==> config.mk <==
export PLATFORM = sky130hd
export DESIGN_NAME = main_run_ctrl_flat
export DESIGN_NICKNAME = d
export VERILOG_FILES = /design/src/rtl/main_run_pkg.sv /design/src/rtl/main_run_ctrl_if.sv /design/src/rtl/main_run_ctrl_slave_port_access.sv /design/src/rtl/main_run_ctrl.sv /design/src/flat_wrapper.sv
export SDC_FILE = /design/constraint.sdc
export NUM_CORES = 1
export LEC_CHECK = 0
export ABC_AREA = 1
export ABC_CLOCK_PERIOD_IN_PS = 3450
export CAP_MARGIN = 0
export CORE_AREA = 2 2 159 161
export DETAILED_ROUTE_END_ITERATION = 8
export DIE_AREA = 0 0 161 163
export DONT_BUFFER_PORTS = 1
export GPL_TIMING_DRIVEN = 0
export MAX_ROUTING_LAYER = met4
export PLACE_DENSITY_LB_ADDON = 0.15
export SKIP_CTS_REPAIR_TIMING = 1
export SLEW_MARGIN = 20
export SYNTH_ARGS = -nofsm -noshare
export SYNTH_HDL_FRONTEND = slang
export SYNTH_SLANG_ARGS = --single-unit
==> constraint.sdc <==
create_clock -name clock -period 3.45 [get_ports clock]
set_input_delay 0.69 -clock clock [delete_from_list [all_inputs] [get_ports clock]]
set_output_delay 0.69 -clock clock [all_outputs]
set_load 0.005 [all_outputs]
==> src/rtl/main_run_pkg.sv <==
// Shared types and channel geometry for the main accelerator run controller.
package main_run_pkg;

    typedef enum logic [2:0] {
        S_IDLE,
        S_LOAD,
        S_WR,
        S_START,
        S_RUN,
        S_RD,
        S_OUT,
        S_FIN
    } state_t;

    localparam int ACC_WORD_BITS = 32;
    localparam int NUM_CH        = 2;
    localparam int CH_ADDR_BITS  = 10;
    localparam int CH_DATA_BITS  = 64;
    localparam int CH_SIZE_BITS  = 7;

    // Byte address of word idx; wraps in the 10-bit channel address space.
    function automatic logic [CH_ADDR_BITS-1:0] word_addr(
        input logic [CH_ADDR_BITS-1:0] base,
        input logic [7:0]              idx
    );
        return base + {idx, 2'b00};
    endfunction

endpackage

==> src/rtl/main_run_ctrl_if.sv <==
// Streams, accelerator control and slave memory port of the run controller.
interface main_run_ctrl_if;
    import main_run_pkg::*;

    logic                             in_valid;
    logic [ACC_WORD_BITS-1:0]         in_data;
    logic                             in_ready;
    logic                             out_valid;
    logic [ACC_WORD_BITS-1:0]         out_data;
    logic                             out_ready;
    logic                             acc_start_port;
    logic                             acc_done_port;
    logic [NUM_CH-1:0]                S_oe_ram;
    logic [NUM_CH-1:0]                S_we_ram;
    logic [NUM_CH*CH_ADDR_BITS-1:0]   S_addr_ram;
    logic [NUM_CH*CH_DATA_BITS-1:0]   S_Wdata_ram;
    logic [NUM_CH*CH_SIZE_BITS-1:0]   S_data_ram_size;
    logic [NUM_CH*CH_DATA_BITS-1:0]   Sout_Rdata_ram;
    logic [NUM_CH-1:0]                Sout_DataRdy;

    modport master (
        input  in_valid, in_data,
        output in_ready,
        output out_valid, out_data,
        input  out_ready,
        output acc_start_port,
        input  acc_done_port,
        output S_oe_ram, S_we_ram, S_addr_ram,
        output S_Wdata_ram, S_data_ram_size,
        input  Sout_Rdata_ram, Sout_DataRdy
    );

    modport slave (
        output in_valid, in_data,
        input  in_ready,
        input  out_valid, out_data,
        output out_ready,
        input  acc_start_port,
        output acc_done_port,
        input  S_oe_ram, S_we_ram, S_addr_ram,
        input  S_Wdata_ram, S_data_ram_size,
        output Sout_Rdata_ram, Sout_DataRdy
    );

endinterface

==> src/rtl/main_run_ctrl_slave_port_access.sv <==
// Single-channel slave access: holds a read or write request until DataRdy.
module slave_port_access
    import main_run_pkg::*;
(
    input  logic                     clock,
    input  logic                     reset,
    input  logic                     req,
    input  logic                     wr,
    input  logic [CH_ADDR_BITS-1:0]  addr,
    input  logic [ACC_WORD_BITS-1:0] wdata,
    input  logic                     data_rdy,
    output logic                     done,
    output logic                     oe,
    output logic                     we,
    output logic [CH_ADDR_BITS-1:0]  ch_addr,
    output logic [CH_DATA_BITS-1:0]  ch_wdata,
    output logic [CH_SIZE_BITS-1:0]  ch_size
);

    assign done = (oe | we) & data_rdy;

    always_ff @(posedge clock or negedge reset) begin
        if (!reset) begin
            oe       <= 1'b0;
            we       <= 1'b0;
            ch_addr  <= '0;
            ch_wdata <= '0;
            ch_size  <= '0;
        end else begin
            unique case (1'b1)
                req: begin
                    oe       <= ~wr;
                    we       <= wr;
                    ch_addr  <= addr;
                    ch_wdata <= wr ? CH_DATA_BITS'(wdata) : '0;
                    ch_size  <= CH_SIZE_BITS'(ACC_WORD_BITS);
                end
                done: begin
                    oe       <= 1'b0;
                    we       <= 1'b0;
                    ch_addr  <= '0;
                    ch_wdata <= '0;
                    ch_size  <= '0;
                end
                default: ;
            endcase
        end
    end

endmodule

==> src/rtl/main_run_ctrl.sv <==
// Load / start / wait-for-done / read-back sequencer for the HLS main accelerator.
module main_run_ctrl
    import main_run_pkg::*;
#(
    parameter int BASE_ADDR  = 256,
    parameter int LOAD_WORDS = 100,
    parameter int READ_WORDS = 100,
    parameter int TIMEOUT    = 200000000
) (
    input  logic                clock,
    input  logic                reset,
    input  logic                go,
    output logic                busy,
    output logic                run_done,
    output logic                timeout,
    output logic [31:0]         cycles,
    main_run_ctrl_if.master     io
);

    localparam int MAX_WORDS =
        (LOAD_WORDS > READ_WORDS) ? LOAD_WORDS : READ_WORDS;
    localparam logic [CH_ADDR_BITS-1:0] BASE =
        CH_ADDR_BITS'(BASE_ADDR);
    localparam logic [9:0]  LAST_LD = 10'(LOAD_WORDS - 1);
    localparam logic [9:0]  LAST_RD = 10'(READ_WORDS - 1);
    localparam logic [31:0] LIMIT   = 32'(TIMEOUT);

    if (LOAD_WORDS < 1 || LOAD_WORDS > 1023 ||
        READ_WORDS < 1 || READ_WORDS > 1023 ||
        BASE_ADDR + 4 * (MAX_WORDS - 1) >= 1024) begin : g_bad_cfg
        $error("main_run_ctrl: array window outside slave address space");
    end

    state_t                    state;
    state_t                    state_n;
    logic [9:0]                idx;
    logic [9:0]                req_idx;
    logic [31:0]               cnt;
    logic                      req;
    logic                      req_wr;
    logic                      xfer_done;
    logic                      start_q;
    logic                      out_valid_q;
    logic [ACC_WORD_BITS-1:0]  out_data_q;
    logic                      oe0;
    logic                      we0;
    logic [CH_ADDR_BITS-1:0]   ch_addr;
    logic [CH_DATA_BITS-1:0]   ch_wdata;
    logic [CH_SIZE_BITS-1:0]   ch_size;
    logic                      unused_hi;

    slave_port_access u_port (
        .clock    (clock),
        .reset    (reset),
        .req      (req),
        .wr       (req_wr),
        .addr     (word_addr(BASE, req_idx[7:0])),
        .wdata    (io.in_data),
        .data_rdy (io.Sout_DataRdy[0]),
        .done     (xfer_done),
        .oe       (oe0),
        .we       (we0),
        .ch_addr  (ch_addr),
        .ch_wdata (ch_wdata),
        .ch_size  (ch_size)
    );

    always_comb begin
        state_n = state;
        req     = 1'b0;
        req_wr  = 1'b0;
        req_idx = idx;
        unique case (state)
            S_IDLE:  if (go) state_n = S_LOAD;
            S_LOAD: begin
                if (io.in_valid) begin
                    state_n = S_WR;
                    req     = 1'b1;
                    req_wr  = 1'b1;
                end
            end
            S_WR: begin
                if (xfer_done)
                    state_n = (idx == LAST_LD) ? S_START : S_LOAD;
            end
            S_START: state_n = S_RUN;
            S_RUN: begin
                if (io.acc_done_port) begin
                    state_n = S_RD;
                    req     = 1'b1;
                end else if (cnt == LIMIT) begin
                    state_n = S_FIN;
                end
            end
            S_RD:    if (xfer_done) state_n = S_OUT;
            S_OUT: begin
                req_idx = idx + 10'd1;
                if (io.out_ready) begin
                    if (idx == LAST_RD) begin
                        state_n = S_FIN;
                    end else begin
                        state_n = S_RD;
                        req     = 1'b1;
                    end
                end
            end
            S_FIN:   state_n = S_IDLE;
            default: state_n = S_IDLE;
        endcase
    end

    always_ff @(posedge clock or negedge reset) begin
        if (!reset) begin
            state       <= S_IDLE;
            idx         <= '0;
            cnt         <= '0;
            cycles      <= '0;
            timeout     <= 1'b0;
            busy        <= 1'b0;
            run_done    <= 1'b0;
            start_q     <= 1'b0;
            out_valid_q <= 1'b0;
            out_data_q  <= '0;
        end else begin
            state    <= state_n;
            busy     <= (state_n != S_IDLE);
            run_done <= (state_n == S_FIN);
            start_q  <= (state_n == S_START);
            unique case (state)
                S_IDLE: begin
                    if (go) begin
                        idx     <= '0;
                        timeout <= 1'b0;
                    end
                end
                S_WR: begin
                    if (xfer_done) begin
                        idx <= (idx == LAST_LD) ? '0 : idx + 10'd1;
                        if (idx == LAST_LD) cnt <= 32'd1;
                    end
                end
                S_START: cnt <= cnt + 32'd1;
                // A done on the limit cycle still counts as a normal finish.
                S_RUN: begin
                    if (io.acc_done_port) begin
                        cycles <= cnt;
                    end else if (cnt == LIMIT) begin
                        cycles  <= LIMIT;
                        timeout <= 1'b1;
                    end else begin
                        cnt <= cnt + 32'd1;
                    end
                end
                S_RD: begin
                    if (xfer_done) begin
                        out_data_q  <= io.Sout_Rdata_ram[ACC_WORD_BITS-1:0];
                        out_valid_q <= 1'b1;
                    end
                end
                S_OUT: begin
                    if (io.out_ready) begin
                        out_valid_q <= 1'b0;
                        idx         <= req_idx;
                    end
                end
                default: ;
            endcase
        end
    end

    assign io.in_ready        = (state == S_LOAD);
    assign io.out_valid       = out_valid_q;
    assign io.out_data        = out_data_q;
    assign io.acc_start_port  = start_q;
    assign io.S_oe_ram        = {1'b0, oe0};
    assign io.S_we_ram        = {1'b0, we0};
    assign io.S_addr_ram      = {{CH_ADDR_BITS{1'b0}}, ch_addr};
    assign io.S_Wdata_ram     = {{CH_DATA_BITS{1'b0}}, ch_wdata};
    assign io.S_data_ram_size = {{CH_SIZE_BITS{1'b0}}, ch_size};

    assign unused_hi = ^{io.Sout_Rdata_ram[2*CH_DATA_BITS-1:ACC_WORD_BITS],
                         io.Sout_DataRdy[1]};

endmodule

==> src/flat_wrapper.sv <==
// flat-port wrapper written by rule: the top's interface ports become plain ports
module main_run_ctrl_flat import main_run_pkg::*;
#(
    parameter int BASE_ADDR  = 256,
    parameter int LOAD_WORDS = 100,
    parameter int READ_WORDS = 100,
    parameter int TIMEOUT    = 200000000
)
  (clock, reset, go, busy, run_done, timeout, cycles, io_in_valid, io_in_data, io_in_ready, io_out_valid, io_out_data, io_out_ready, io_acc_start_port, io_acc_done_port, io_S_oe_ram, io_S_we_ram, io_S_addr_ram, io_S_Wdata_ram, io_S_data_ram_size, io_Sout_Rdata_ram, io_Sout_DataRdy);
  main_run_ctrl_if io_i ();
  input  logic clock;
  input  logic reset;
  input  logic go;
  output logic busy;
  output logic run_done;
  output logic timeout;
  output logic [31:0] cycles;
  input wire logic [$bits(io_i.in_valid)-1:0] io_in_valid;
  input wire logic [$bits(io_i.in_data)-1:0] io_in_data;
  output wire logic [$bits(io_i.in_ready)-1:0] io_in_ready;
  output wire logic [$bits(io_i.out_valid)-1:0] io_out_valid;
  output wire logic [$bits(io_i.out_data)-1:0] io_out_data;
  input wire logic [$bits(io_i.out_ready)-1:0] io_out_ready;
  output wire logic [$bits(io_i.acc_start_port)-1:0] io_acc_start_port;
  input wire logic [$bits(io_i.acc_done_port)-1:0] io_acc_done_port;
  output wire logic [$bits(io_i.S_oe_ram)-1:0] io_S_oe_ram;
  output wire logic [$bits(io_i.S_we_ram)-1:0] io_S_we_ram;
  output wire logic [$bits(io_i.S_addr_ram)-1:0] io_S_addr_ram;
  output wire logic [$bits(io_i.S_Wdata_ram)-1:0] io_S_Wdata_ram;
  output wire logic [$bits(io_i.S_data_ram_size)-1:0] io_S_data_ram_size;
  input wire logic [$bits(io_i.Sout_Rdata_ram)-1:0] io_Sout_Rdata_ram;
  input wire logic [$bits(io_i.Sout_DataRdy)-1:0] io_Sout_DataRdy;
  assign io_i.in_valid = io_in_valid;
  assign io_i.in_data = io_in_data;
  assign io_in_ready = io_i.in_ready;
  assign io_out_valid = io_i.out_valid;
  assign io_out_data = io_i.out_data;
  assign io_i.out_ready = io_out_ready;
  assign io_acc_start_port = io_i.acc_start_port;
  assign io_i.acc_done_port = io_acc_done_port;
  assign io_S_oe_ram = io_i.S_oe_ram;
  assign io_S_we_ram = io_i.S_we_ram;
  assign io_S_addr_ram = io_i.S_addr_ram;
  assign io_S_Wdata_ram = io_i.S_Wdata_ram;
  assign io_S_data_ram_size = io_i.S_data_ram_size;
  assign io_i.Sout_Rdata_ram = io_Sout_Rdata_ram;
  assign io_i.Sout_DataRdy = io_Sout_DataRdy;
  main_run_ctrl #(.BASE_ADDR(BASE_ADDR), .LOAD_WORDS(LOAD_WORDS), .READ_WORDS(READ_WORDS), .TIMEOUT(TIMEOUT)) u_core (.clock(clock), .reset(reset), .go(go), .busy(busy), .run_done(run_done), .timeout(timeout), .cycles(cycles), .io(io_i));
endmodule
# Word level (Yosys, flattened, before mapping)
# Cells that the tools add are included.
# classes
addsub	3
eq_ne	19
mux	42
bitwise_logic	3
n_reduce_logical	14
# ops
operator	n
32-bit two-way mux	7
64-bit case mux with 2 select lines	1
32-bit case mux with 3 select lines	1
10-bit two-way mux	5
32-bit by 1-bit adder with 32-bit output (second input constant)	1
32-bit by 28-bit equality test with 1-bit output (second input constant)	1
10-bit case mux with 3 select lines	1
3-bit case mux with 8 select lines	1
3-bit two-way mux	7
10-bit case mux with 2 select lines	1
3-bit equality test (second input constant)	5
7-bit case mux with 2 select lines	1
2-bit != test (second input constant)	6
10-bit by 1-bit adder with 10-bit output (second input constant)	1
9-bit by 10-bit adder with 10-bit output (first input constant)	1
10-bit by 7-bit equality test with 1-bit output (second input constant)	1
1-bit two-way mux	10
3-bit by 2-bit equality test with 1-bit output (second input constant)	3
3-bit nonzero test	3
1-bit case mux with 2 select lines	4
4-bit AND reduction	2
2-bit nonzero test	4
5-bit AND reduction	1
2-bit two-way mux	2
other kinds (9)	11
# totals
reg_bits	197
word_cells	96

# Longest topological paths before layout
# logic_depth
depth_word	5
mapped_depth	12

# By module
# A second synthesis with hierarchy kept.
# hier_totals
hier_cells	1234
hier_area_um2	9206.3
# by_module_without_submodules
mod	instances	cells_per_inst	area_each_um2	seq_area_each_um2
main_run_ctrl	1	906	6562.5	2852.7
slave_port_access	1	328	2643.8	1126.1

# Least setup slack after synthesis
# Ideal clock, no wire load.
# synth_path
path_kind	input port to flip-flop
from	input io_Sout_DataRdy[0]
to	register u_core.out_data_q[0], in the netlist u_core.io.out_data[0]
setup_time_ns	0.125
t_arrival_ns	1.559
setup_slack_ns	1.767
cell_stages	4
n_path_buf	1
path_cell_list	o21a_1 nand2_1 buf_2 mux2_2
# synth_via
elab_chain_cells	2
# synth_lines
item	line	rtl
from (decl)	flat_wrapper.sv:32	input wire logic [$bits(io_i.Sout_DataRdy)-1:0] io_Sout_DataRdy;
1-bit AND	main_run_ctrl_slave_port_access.sv:20	assign done = (oe | we) & data_rdy;
2-bit AND reduction (no line)	n/a	
to (signal assigned)	main_run_ctrl.sv:156	out_data_q <= io.Sout_Rdata_ram[ACC_WORD_BITS-1:0];
to (decl)	main_run_ctrl.sv:44	logic [ACC_WORD_BITS-1:0] out_data_q;
# Every way passes these cells.
# A chain may end at the register's enable or synchronous reset.

# Final worst setup path
# layout_path
from	register u_core.cnt[0]
to	register u_core.cnt[12]
# layout_via
elab_chain_cells	4
elab_cells_between_ends	7
cone_classes	1 x add/sub; 2 x eq/ne; 3 x mux; 1 x reduce/logical
# layout_lines
item	line	rtl
from (decl)	main_run_ctrl.sv:38	logic [31:0] cnt;
from (signal assigned)	main_run_ctrl.sv:142	S_START: cnt <= cnt + 32'd1;
from (signal assigned)	main_run_ctrl.sv:151	cnt <= cnt + 32'd1;
32-bit by 1-bit adder with 32-bit output	main_run_ctrl.sv:142, main_run_ctrl.sv:151	
32-bit two-way mux	main_run_ctrl.sv:147	end else if (cnt == LIMIT) begin
32-bit two-way mux	main_run_ctrl.sv:145	if (io.acc_done_port) begin
32-bit case mux with 3 select lines	main_run_ctrl.sv:129	unique case (state)
# Parallel ways exist; a longest one is shown, timed or not. The select of a mux whose other input is x is not followed.

==> flow_summary.toml <==
[floorplanning]
die_area_um2 = 26200
core_um2 = 24700
chipHeight_um = 163
die_width_um = 161
io_pins = 404
start_util_pct = 34.8
row_count = 58

[setup_path]
rr_endpoint = "u_core.cnt[12]$_DFFE_PN0P_"
r2r_start = "u_core.cnt[0]$_DFFE_PN0P_"
startpoint_type = "flop"
reg2regPathDepth = 9
worstSetupEndpoint = "u_core.cnt[12]$_DFFE_PN0P_"
worstSetupEndpointType = "flop"
worstSetupPathType = "flop to flop"
r2r_slack_ps = 1210
cp-startpoint = "u_core.cnt[0]$_DFFE_PN0P_"
crit_fanout = 7
worstPathRequired_ps = 3770
arrival_ps = 2560

[timing]
setup_viol = 0
worst_pin_slew_ps = 672
rsz0062_at_grt = "no"
slew_violations = 0
fin_crit_ps = 2240
max_freq_ghz = 0.446
fin_crit_sh_pct = 65.0
finalHoldViolations = 59
finalHoldWorstSlack_ps = -49.4
max_slew_margin_pct = 54.9
tns_ps = 0
fin_skew_ps = 15.0

[finish]
fin_nets = 1395
syn_to_final_growth_pct = 16.8
instances_no_fill = 1566
layout-drive-gt1-share_pct = 18.1

[cts]
ctsRootBufferMaster = "clkbuf_16"
cts.clk_slew.worst_paths_ps = 70
clk_path_buf_depth = 2
cts_made_buffers = 17
cts_tree = "built"
cts_sinks = 157
clk_latency_ps = 430
h-tree-depth = 4

[drt]
drt_pass1_iterations = 6
viasPerCell = 4.34
ant_nets = 0
vias = 6804
drtIter0Drc = 500
wl_per_cell_um = 14.1
drc = 0
drt-total-wl_um = 22200

[placement]
io_buffers = 0
dp_hpwl_um = 16900
finalWeightedCongestion = 0.907
post-place-cells = 1534

[yosys]
avgSynthCellArea_um2 = 7.94
synth_cell_types = 31
synth-edff-count = 0
yosysMostFrequentCell = "nand2_1"
seq_area_frac_synth_pct = 45.7
yosysWarnings = 0
syn_inst = 1082
ys_top_cells_by_count = "331 x nand2_1, 157 x dfrtp_1, 135 x nor2_1"
async_flop_share_pct = 100
yosys.area.top_type = "dfrtp_1"
synth.area.top_cells = "dfrtp_1 46%, nand2_1 14%, buf_4 11%"
syn_area_um2 = 8590
yosysTopAreaCellShare_pct = 45.7
ys_ff_latch = 157
synthFlopType = "dfrtp_1"

[power]
power_w = 0.00653
vdd_drop_max_v = 0.000290
power.density_nw_per_um2 = 651
p_leak_nw = 5.09

[grt]
grt_util_all_layers_pct = 17.1
grt_first_pass_wirelength_um = 34500
grt_remaining_overflow = 0
grt_max_degree = 158
first_global_vias = 6283
grt_antenna_before_repair = 1

[job]
cap_violations = 0

[min_path]
hp-class = "input pin to async pin"

[run_status]
failed_checks = "hold timing"
status = "finished, violations left"
where the power goes:
group	total [W]	switching [W]	internal, W
clock	0.00187	0.000848	0.00102
sequential	0.00283	0.000469	0.00236
combinational	0.00183	0.00114	0.000690
worst min-delay path by stage:
stage                     depth (start not counted)                                    end  start  slack [ps]
after floorplan                                   0                  u_core.busy$_DFF_PN0_  reset         390
after global placement                            0  u_core.u_port.ch_wdata[8]$_DFFE_PN0P_  reset         400
after detailed placement                          0  u_core.u_port.ch_wdata[8]$_DFFE_PN0P_  reset         400
after CTS                                         0  u_core.u_port.ch_wdata[8]$_DFFE_PN0P_  reset         -70
after global routing                              0   u_core.u_port.ch_addr[5]$_DFFE_PN0P_  reset         -80
final                                             0  u_core.u_port.ch_wdata[8]$_DFFE_PN0P_  reset         -50
kinds of logic after synthesis:
kind of cell / Yosys count / synth area share (%)
compound gates: 68 / 4.14
xor+xnor: 18 / 1.84
fa+ha+maj: 4 / 0.583
buf+inv: 226 / 16.0
flops: 157 / 45.7
mux: 32 / 4.20
other cells: 1 / 0.0437
simple gates: 576 / 27.5
per-stage QoR:
stage	area [um^2]	utilization [%]	worst slack [ps]
floorplan	9050	-	1770
global placement	9460	38.3	1230
detailed placement	9460	38.3	1240
CTS	10000	40.7	1220
global route	10000	40.7	993
finish	10000	40.7	1210
state kept, by name, summed over array words and instances (netlist names), 3 cells and up:
signal,flops
u_core.u_port.ch_addr,8
u_core.io.out_data,32
u_core.u_port.ch_wdata,32
u_core.cycles,32
u_core.cnt,32
u_core.state,3
u_core.idx,10
per-layer routing:
layer / share of wire, % / vias to the layer above / track usage [%]
met1: 43 / 3120 / 21.6
met2: 48 / 226 / 27.5
met5: 0 / - / -
li1: - / 3439 / -
met3: 7.7 / 19 / 4.66
met4: 1.2 / 0 / 4.30
layout by cell type (no fill, tap or decap), types with 2 or more instances in the layout:
master     netlist  final
buf_2           10     10
nor3_1           7      7
clkinv_2         0      2
nor2_1         135    135
mux2_2          32     32
nand4_1          3      3
xnor2_1          5      5
inv_1           65     65
o21ai_0         45     45
inv_6            0      4
nor2_4           3      3
clkbuf_1        17     17
inv_2            3      3
dfrtp_1        157    157
conb_1           1    123
buf_6            5      5
a21oi_1         13     13
nand3_2          2      2
o22ai_1          7      7
nand2_1        331    331
nand3_1         84     84
nor2_2           5      5
inv_8            0      5
clkbuf_16        0     17
xor2_1          13     13
ha_1             4      4
buf_4          126    126
nand2_2          2      2
cell type report:
| cell class | instances | area [um^2] |
|---|---|---|
| antenna | 1 | 2.50 |
| buffer | 158 | 1120 |
| clock buffer | 17 | 425 |
| clock inverter | 14 | 148 |
| fill | 2581 | 14600 |
| inverter | 68 | 255 |
| multi-input combinational | 821 | 3750 |
| sequential | 157 | 3930 |
| tap | 330 | 413 |
worst max-delay path, stage by stage (launching register included):
cell and delay (ps):
dfrtp_1 520, ha_1 370, inv_1 90, nor2_1 350, inv_1 90, nor2_1 340
xor2_1 180, nor2_1 60, nand2_1 90, nand2_1 50
(Power assumes the default switching activity.)
